<file path="src/rtl/axi_frame_writer.sv">
// rtl/axi_frame_writer.sv - frames an untimed sample stream into tlast-delimited bursts for a downstream FIFO
// Two-entry input skid buffer, registered output stage, frame FSM gated by fifo_almost_full at frame start.
module axi_frame_writer #(
    parameter int DATA_WIDTH = 32,
    parameter int CNT_WIDTH  = 8
) (
    input  logic                  clk,
    input  logic                  sync_reset,
    input  logic                  s_axis_tvalid,
    input  logic [DATA_WIDTH-1:0] s_axis_tdata,
    output logic                  s_axis_tready,
    input  logic [CNT_WIDTH-1:0]  frame_len,
    input  logic                  fifo_almost_full,
    output logic                  m_axis_tvalid,
    output logic [DATA_WIDTH-1:0] m_axis_tdata,
    output logic                  m_axis_tlast,
    input  logic                  m_axis_tready,
    output logic                  busy,
    output logic [15:0]           frame_cnt
);

    localparam logic [0:0] ST_IDLE = 1'b0;
    localparam logic [0:0] ST_SEND = 1'b1;

    logic [DATA_WIDTH-1:0] skid0_q, skid0_d;
    logic [DATA_WIDTH-1:0] skid1_q, skid1_d;
    logic [1:0]            occ_q, occ_d;
    logic                  s_tready_q, s_tready_d;
    logic                  m_tvalid_q, m_tvalid_d;
    logic [DATA_WIDTH-1:0] m_tdata_q, m_tdata_d;
    logic                  m_tlast_q, m_tlast_d;
    logic [0:0]            state_q, state_d;
    logic [CNT_WIDTH-1:0]  len_q, len_d;
    logic [CNT_WIDTH-1:0]  beat_cnt_q, beat_cnt_d;
    logic [15:0]           frame_cnt_q, frame_cnt_d;

    logic accept;
    logic allow;
    logic load;
    logic load_last;

    always_comb begin
        accept = s_axis_tvalid && s_tready_q;
        // almost_full only gates the first beat of a frame; a started frame always completes
        allow  = (state_q == ST_SEND) || !fifo_almost_full;
        load   = (occ_q != 2'd0) && (!m_tvalid_q || m_axis_tready) && allow;

        skid0_d = skid0_q;
        skid1_d = skid1_q;
        occ_d   = occ_q;
        case ({accept, load})
            2'b10: begin
                if (occ_q == 2'd0) begin
                    skid0_d = s_axis_tdata;
                end else begin
                    skid1_d = s_axis_tdata;
                end
                occ_d = occ_q + 2'd1;
            end
            2'b01: begin
                skid0_d = skid1_q;
                occ_d   = occ_q - 2'd1;
            end
            2'b11: begin
                if (occ_q == 2'd1) begin
                    skid0_d = s_axis_tdata;
                end else begin
                    skid0_d = skid1_q;
                    skid1_d = s_axis_tdata;
                end
            end
            default: ;
        endcase
        s_tready_d = (occ_d < 2'd2);

        state_d    = state_q;
        len_d      = len_q;
        beat_cnt_d = beat_cnt_q;
        load_last  = 1'b0;
        if (load) begin
            if (state_q == ST_IDLE) begin
                len_d      = frame_len;
                beat_cnt_d = {{(CNT_WIDTH-1){1'b0}}, 1'b1};
                load_last  = (frame_len == '0);
                state_d    = load_last ? ST_IDLE : ST_SEND;
            end else begin
                load_last  = (beat_cnt_q == len_q);
                // clear on the final beat so the counter never runs past len_q
                beat_cnt_d = load_last ? '0 : beat_cnt_q + 1'b1;
                state_d    = load_last ? ST_IDLE : ST_SEND;
            end
        end

        m_tvalid_d = m_tvalid_q;
        m_tdata_d  = m_tdata_q;
        m_tlast_d  = m_tlast_q;
        if (load) begin
            m_tvalid_d = 1'b1;
            m_tdata_d  = skid0_q;
            m_tlast_d  = load_last;
        end else if (m_axis_tready) begin
            m_tvalid_d = 1'b0;
        end

        frame_cnt_d = frame_cnt_q;
        if (m_tvalid_q && m_axis_tready && m_tlast_q) begin
            frame_cnt_d = frame_cnt_q + 16'd1;
        end
    end

    always_ff @(posedge clk) begin
        if (sync_reset) begin
            skid0_q     <= '0;
            skid1_q     <= '0;
            occ_q       <= 2'd0;
            s_tready_q  <= 1'b0;
            m_tvalid_q  <= 1'b0;
            m_tdata_q   <= '0;
            m_tlast_q   <= 1'b0;
            state_q     <= ST_IDLE;
            len_q       <= '0;
            beat_cnt_q  <= '0;
            frame_cnt_q <= 16'd0;
        end else begin
            skid0_q     <= skid0_d;
            skid1_q     <= skid1_d;
            occ_q       <= occ_d;
            s_tready_q  <= s_tready_d;
            m_tvalid_q  <= m_tvalid_d;
            m_tdata_q   <= m_tdata_d;
            m_tlast_q   <= m_tlast_d;
            state_q     <= state_d;
            len_q       <= len_d;
            beat_cnt_q  <= beat_cnt_d;
            frame_cnt_q <= frame_cnt_d;
        end
    end

    assign s_axis_tready = s_tready_q;
    assign m_axis_tvalid = m_tvalid_q;
    assign m_axis_tdata  = m_tdata_q;
    assign m_axis_tlast  = m_tlast_q;
    assign busy          = (state_q == ST_SEND);
    assign frame_cnt     = frame_cnt_q;

endmodule

</file>
<file path="config.mk">
export PLATFORM = sky130hd
export DESIGN_NAME = axi_frame_writer
export DESIGN_NICKNAME = d
export VERILOG_FILES = /design/src/rtl/axi_frame_writer.sv
export SDC_FILE = /design/constraint.sdc
export NUM_CORES = 1
export LEC_CHECK = 0
export CAP_MARGIN = 20
export CORE_UTILIZATION = 62
export DETAILED_ROUTE_END_ITERATION = 10
export DONT_BUFFER_PORTS = 1
export GPL_TIMING_DRIVEN = 0
export PLACE_DENSITY_LB_ADDON = 0.05
export SYNTH_ARGS = -nofsm -noshare
export SYNTH_HDL_FRONTEND = slang
export SYNTH_SLANG_ARGS = --single-unit
</file>
<file path="constraint.sdc">
create_clock -name clk -period 3.8 [get_ports clk]
set_clock_uncertainty 0.2 [all_clocks]
set_input_delay 0.76 -clock clk [delete_from_list [all_inputs] [get_ports clk]]
set_output_delay 0.76 -clock clk [all_outputs]
set_load 0.01 [all_outputs]
</file>
Word-level counts from Yosys, hierarchy flattened
Cells that the tools add are included.

Input port bits: 45. Output and inout port bits: 52. Register bits: 134. Word-level logic and storage cells: 58.

Magnitude comparators: 1. Reduce and logical (&&, ||, !) cells: 18. Equal/unequal tests: 8. Add/sub/neg operators: 4. Bitwise logic cells: 1. Mux-type cells: 15.

Operators with widths (count): $mux W32 (4); $pmux W32 S3 (1); $pmux W32 S2 (1); $add A16 B1 Y16 const B (1); $mux W8 (2); $add A8 B1 Y8 const B (1); $eq A8 B8 Y1 (1); $logic_not A8 Y1 (1); $mux W1 (6); $ne A2 B2 Y1 const B (3); $reduce_bool A2 Y1 (3); $logic_and A1 B1 Y1 (5); $eq A2 B1 Y1 const B (2); $eq A2 B2 Y1 const B (2); $pmux W2 S2 (1); $reduce_and A2 Y1 (2); $reduce_and A3 Y1 (1); $reduce_bool A3 Y1 (1); $add A2 B1 Y2 const B (1); $logic_not A1 Y1 (2); $logic_not A2 Y1 (1); $logic_or A1 B1 Y1 (2); $lt A2 B2 Y1 const B (1); $sub A2 B1 Y2 const B (1); $not A1 Y1 (1).

Depth between registers and ports, before layout
Depth after elaboration: 7. Gate-level depth with buffers: 13. Depth with buffers taken out: 9.

Worst setup path before layout
OpenSTA, ideal clock, no wires.

Path type: input-to-reg. Start point: in fifo_almost_full. End point: reg skid0_q[0]. Required time: 3.522 ns. Cell stages on the path: 11. Data arrival time: 3.167 ns. Setup time: 0.078 ns. Path buffers: 3. Path slack: 0.355 ns. Cell sequence: nor2b_1 -> or3_1 -> clkbuf_1 -> inv_1 -> clkbuf_1 -> ha_1 -> nand2b_1 -> a2111oi_2 -> clkbuf_1 -> a221oi_1 -> nor3_1.

Longest elaborated chain between the ends: 6. Elaborated cells between the ends (all ways): 10. Classes of those cells: 4 x eq/ne; 1 x mux; 5 x reduce/logical.

Ends and longest elaborated chain: start, declared (RTL line 13) `input logic fifo_almost_full,`; $logic_not A1 Y1 * (RTL line 45) `allow = (state_q == ST_SEND) || !fifo_almost_full;`; $logic_or A1 B1 Y1 * (RTL line 45); $logic_and A1 B1 Y1 * (RTL line 46) `load = (occ_q != 2'd0) && (!m_tvalid_q || m_axis_tready) && allow;`; via load (RTL line 39) `logic load;`; $eq A2 B2 Y1 / $eq A2 B1 Y1 (equally long branches) (RTL line 51) `case ({accept, load})`; $ne A2 B2 Y1 (no source line) / $reduce_bool A3 Y1 (equally long branches); $reduce_and A2 Y1 (no source line); end signal, assigned (RTL line 125) `skid0_q <= skid0_d;`; end, declared (RTL line 25) `logic [DATA_WIDTH-1:0] skid0_q, skid0_d;`.

Mark *: on every way through the listed nets, which the timed path passes. The rest lies on a longest branch. A chain may end at the register's enable or synchronous reset.

Worst setup path in the final report
Start point: reg state_q, in the netlist busy. End point: reg skid0_q[29].

Longest elaborated chain between the ends: 5. Elaborated cells between the ends (all ways): 9. Classes of those cells: 4 x eq/ne; 1 x mux; 4 x reduce/logical.

Ends and longest elaborated chain: start, declared (RTL line 32) `logic [0:0] state_q, state_d;`; start signal, assigned (RTL line 132) `state_q <= state_d;`; $logic_or A1 B1 Y1 * (RTL line 45); $logic_and A1 B1 Y1 * (RTL line 46); $eq A2 B2 Y1 / $eq A2 B1 Y1 (equally long branches) (RTL line 51); $ne A2 B2 Y1 (no source line) / $reduce_bool A3 Y1 (equally long branches); $reduce_and A2 Y1 (no source line).

Mark *: on every way between the ends. The rest lies on a longest branch, timed or not.

==> results.sh <==
export IMPL_die_h_um=94.9
export IMPL_cts_resized=4
export IMPL_yosysTopAreaCell="dfxtp_1"
export IMPL_port_buffers=0
export IMPL_reg2reg_depth=9
export IMPL_design_area_sq_um=6070
export IMPL_place_inst=743
export IMPL_worstHoldPathCells=2
export IMPL_setup_viol=0
export IMPL_combPwrFrac_pct=26.5
export IMPL_clkPwrFrac_pct=32.9
export IMPL_place_ws_ns=-0.374
export IMPL_wl_um=12900
export IMPL_root_buffer="clkbuf_8"
export IMPL_slew_viol_final=0
export IMPL_fmax_mhz=279
export IMPL_hold_buffers=0
export IMPL_timing_rr_end="skid0_q[29]$_SDFFE_PP0P_"
export IMPL_cpPeakStageDelay_ns=0.51
export IMPL_power_switching_uw=1680
export IMPL_vias=4633
export IMPL_maxSlewHeadroom_pct=38.2
export IMPL_cts_made_buffers=17
export IMPL_fin_cells=772
export IMPL_rows=33
export IMPL_post_cts_buffers=0
export IMPL_antenna_found_initial=0
export IMPL_finalCritPeriodShare_pct=94.2
export IMPL_grt_ovfl_total=0
export IMPL_cp_cell_sequence="nor2b_1, or3_1, clkbuf_1, clkinvlp_4, ha_1, a2111o_1, clkbuf_1, a221oi_1, nor3_1"
export IMPL_min_period_ns=3.58
export IMPL_drv_cap=0
export IMPL_cts_htree_levels=4
export IMPL_routabilityCongestion=0.842
export IMPL_start_util_pct=64.5
export IMPL_swShare_pct=35.3
export IMPL_dr_pass1_iters=5
export IMPL_finalCoreUtilization_pct=73.2
export IMPL_grt_pass1_vias=4278
export IMPL_p_leak_uw=0.00209
export IMPL_cts_tree="yes"
export IMPL_yosysWarnings=0
export IMPL_clk_pin_slew_ns=0.06
export IMPL_syn2layout_area_growth_pct=13.4
export IMPL_r2r_setup_slack_ns=0.22
export IMPL_viasPerCell=6.00
export IMPL_cp_start_kind="flip-flop"
export IMPL_crit_required_ns=3.98
export IMPL_r2r_start="busy$_SDFFE_PP0P_"
export IMPL_vdd_drop_max_uv=393
export IMPL_yosysMostFrequentCell="nand2_1"
export IMPL_drive_above_1_share_pct=7.50
export IMPL_syn_num_nets=692
export IMPL_routedWlPerCell_um=16.7
export IMPL_synth_edf_count=0
export IMPL_synthArstFlopShare_pct=0
export IMPL_clock_path_buffers=2
export IMPL_worstHoldPathType="in2reg"
export IMPL_crit_path_top_delay_cell="a2111o_1"
export IMPL_synthFlopType="dfxtp_1"
export IMPL_cts_sinks=134
export IMPL_synth_common_cells="nand2_1, dfxtp_1, a21oi_1"
export IMPL_final_nets=709
export IMPL_synth_area_sq_um=5360
export IMPL_status="completed"
export IMPL_worst_setup_path_type="reg2reg"
export IMPL_cp_common_cell="clkbuf_1"
export IMPL_clk_latency_ns=0.52
export IMPL_cp_arrival_ns=3.76
export IMPL_n_antenna_cell=0
export IMPL_grt_max_degree=17
export IMPL_synth_seq_cells=134
export IMPL_setup_tns_ns=0
export IMPL_sequentialPowerShare_pct=40.6
export IMPL_drt_iter0_markers=291
export IMPL_ys_top_cells_by_area="dfxtp_1, nand2_1, a21oi_1, a221oi_1, nor2_1"
export IMPL_syn_inst=638
export IMPL_power_density_nw_per_um2=783
export IMPL_ios=97
export IMPL_grt_pass1_wl_um=20100
export IMPL_finalHoldViolCount=0
export IMPL_core_area_sq_um=8300
export IMPL_critPathMaxFanout=13
export IMPL_min_to="skid1_q[5]$_SDFFE_PP0P_"
export IMPL_end_kind="flip-flop"
export IMPL_yosysTopAreaCellShare_pct=50.1
export IMPL_drcViolationCount=0
export IMPL_ant_nets=0
export IMPL_hold_start="s_axis_tdata[5]"
export IMPL_rsz0062_at_grt="no"
export IMPL_synth_avg_cell_area_sq_um=8.39
export IMPL_post_dp_cell_area_sq_um=5490
export IMPL_die_area_sq_um=9010
export IMPL_ys_types=39
export IMPL_p_int_uw=3080
export IMPL_worst_slack_ns=0.221
export IMPL_worst_pin_slew_ns=0.914
export IMPL_synth_sequential_area_ratio_pct=50.1
export IMPL_dieWidth_um=94.9
export IMPL_grt_use_total_pct=29.6
export IMPL_dp_hpwl_um=8860
[power groups by stage]
stage	Combinational [uW]	Sequential [uW]	Clock (uW)
after global placement	1180	1940	0
after detailed placement	1230	1950	0
after floorplan	947	1900	0
after global routing	1420	1960	1640
final	1260	1930	1560
after CTS	1250	1920	1570
[area by class of cell]
cell class / count / area [sq um]
buffer: 43 / 174
clock buffer: 17 / 414
clock inverter: 14 / 153
fill: 660 / 2220
inverter: 14 / 56.3
multi-input combinational: 445 / 2460
sequential: 134 / 2680
tap: 105 / 131
[flip-flops by register name (all words and copies together) (netlist names), named ones only]
register and cells:
beat_cnt_q 8, len_q 8, frame_cnt 16, m_axis_tvalid 1
m_axis_tlast 1, s_axis_tready 1, skid1_q 32, busy 1
m_axis_tdata 32, skid0_q 32, occ_q 1
[routing by layer]
metal | up-vias | wire length (um) | GRT usage (%)
met5 | - | 0 | 0
met3 | 14 | 1160 | 9.58
met1 | 2175 | 5230 | 35.6
met4 | 0 | 179 | 9.47
met2 | 189 | 6310 | 50.0
li1 | 2255 | - | -
[cell usage in the layout, fill, tap and decap left out, types with 3 or more instances in the layout]
| cell type | n |
|---|---|
| nand2_1 | 137 |
| xnor2_1 | 13 |
| a21oi_1 | 75 |
| nor3_1 | 34 |
| xor2_1 | 5 |
| clkinv_2 | 3 |
| dfxtp_1 | 134 |
| or3_1 | 5 |
| inv_1 | 13 |
| nor2b_1 | 5 |
| buf_2 | 6 |
| ha_1 | 9 |
| and3_1 | 3 |
| o31ai_1 | 3 |
| clkbuf_2 | 4 |
| mux2i_1 | 10 |
| nor4_1 | 6 |
| o21ai_0 | 6 |
| clkbuf_1 | 31 |
| inv_6 | 3 |
| clkbuf_16 | 16 |
| nand4_1 | 7 |
| nand3_1 | 8 |
| a221oi_1 | 36 |
| mux2_2 | 4 |
| clkinvlp_4 | 4 |
| or4_1 | 4 |
| nor2_1 | 55 |
[kinds of logic after synthesis]
logic type	share of synthesized area, %
DFF	50.1
buffers and inverters	4.28
and+or+nand+nor	21.9
AOI/OAI and AO/OA	15.9
muxes	2.71
xor gates and xnor gates	2.94
adders and majority gates	2.10
[worst max-delay path, delay by kind of cell, from the launching register on]
kind | cells | cell delay [ns]
DFF | 1 | 0.38
and+or+nand+nor | 3 | 0.75
adders and majority gates | 1 | 0.35
AOI/OAI and AO/OA | 2 | 0.90
buffers and inverters | 3 | 0.85
[worst max-delay path by stage]
| stage | from | to | slack, ns | depth (start not counted) |
|---|---|---|---|---|
| 2_1_floorplan | fifo_almost_full | skid0_q[0]$_SDFFE_PP0P_ | 0.36 | 11 |
| 5_1_grt | busy$_SDFFE_PP0P_ | skid0_q[28]$_SDFFE_PP0P_ | 0.005 | 9 |
| 3_5_place_dp | fifo_almost_full | skid0_q[8]$_SDFFE_PP0P_ | -0.37 | 11 |
| 4_1_cts | occ_q[0]$_SDFFE_PP0P_ | skid0_q[28]$_SDFFE_PP0P_ | 0.11 | 12 |
| 6_report | busy$_SDFFE_PP0P_ | skid0_q[29]$_SDFFE_PP0P_ | 0.22 | 9 |
| 3_3_place_gp | fifo_almost_full | skid0_q[6]$_SDFFE_PP0P_ | -0.28 | 11 |
[stage by stage]
step	total power (uW)	hold slack (ns)
after global routing	5020	0.159
final	4760	0.169
after CTS	4750	0.163
after global placement	3130	0.242
after floorplan	2850	0.232
after detailed placement	3180	0.246
Power figures use the tool's default switching activity.
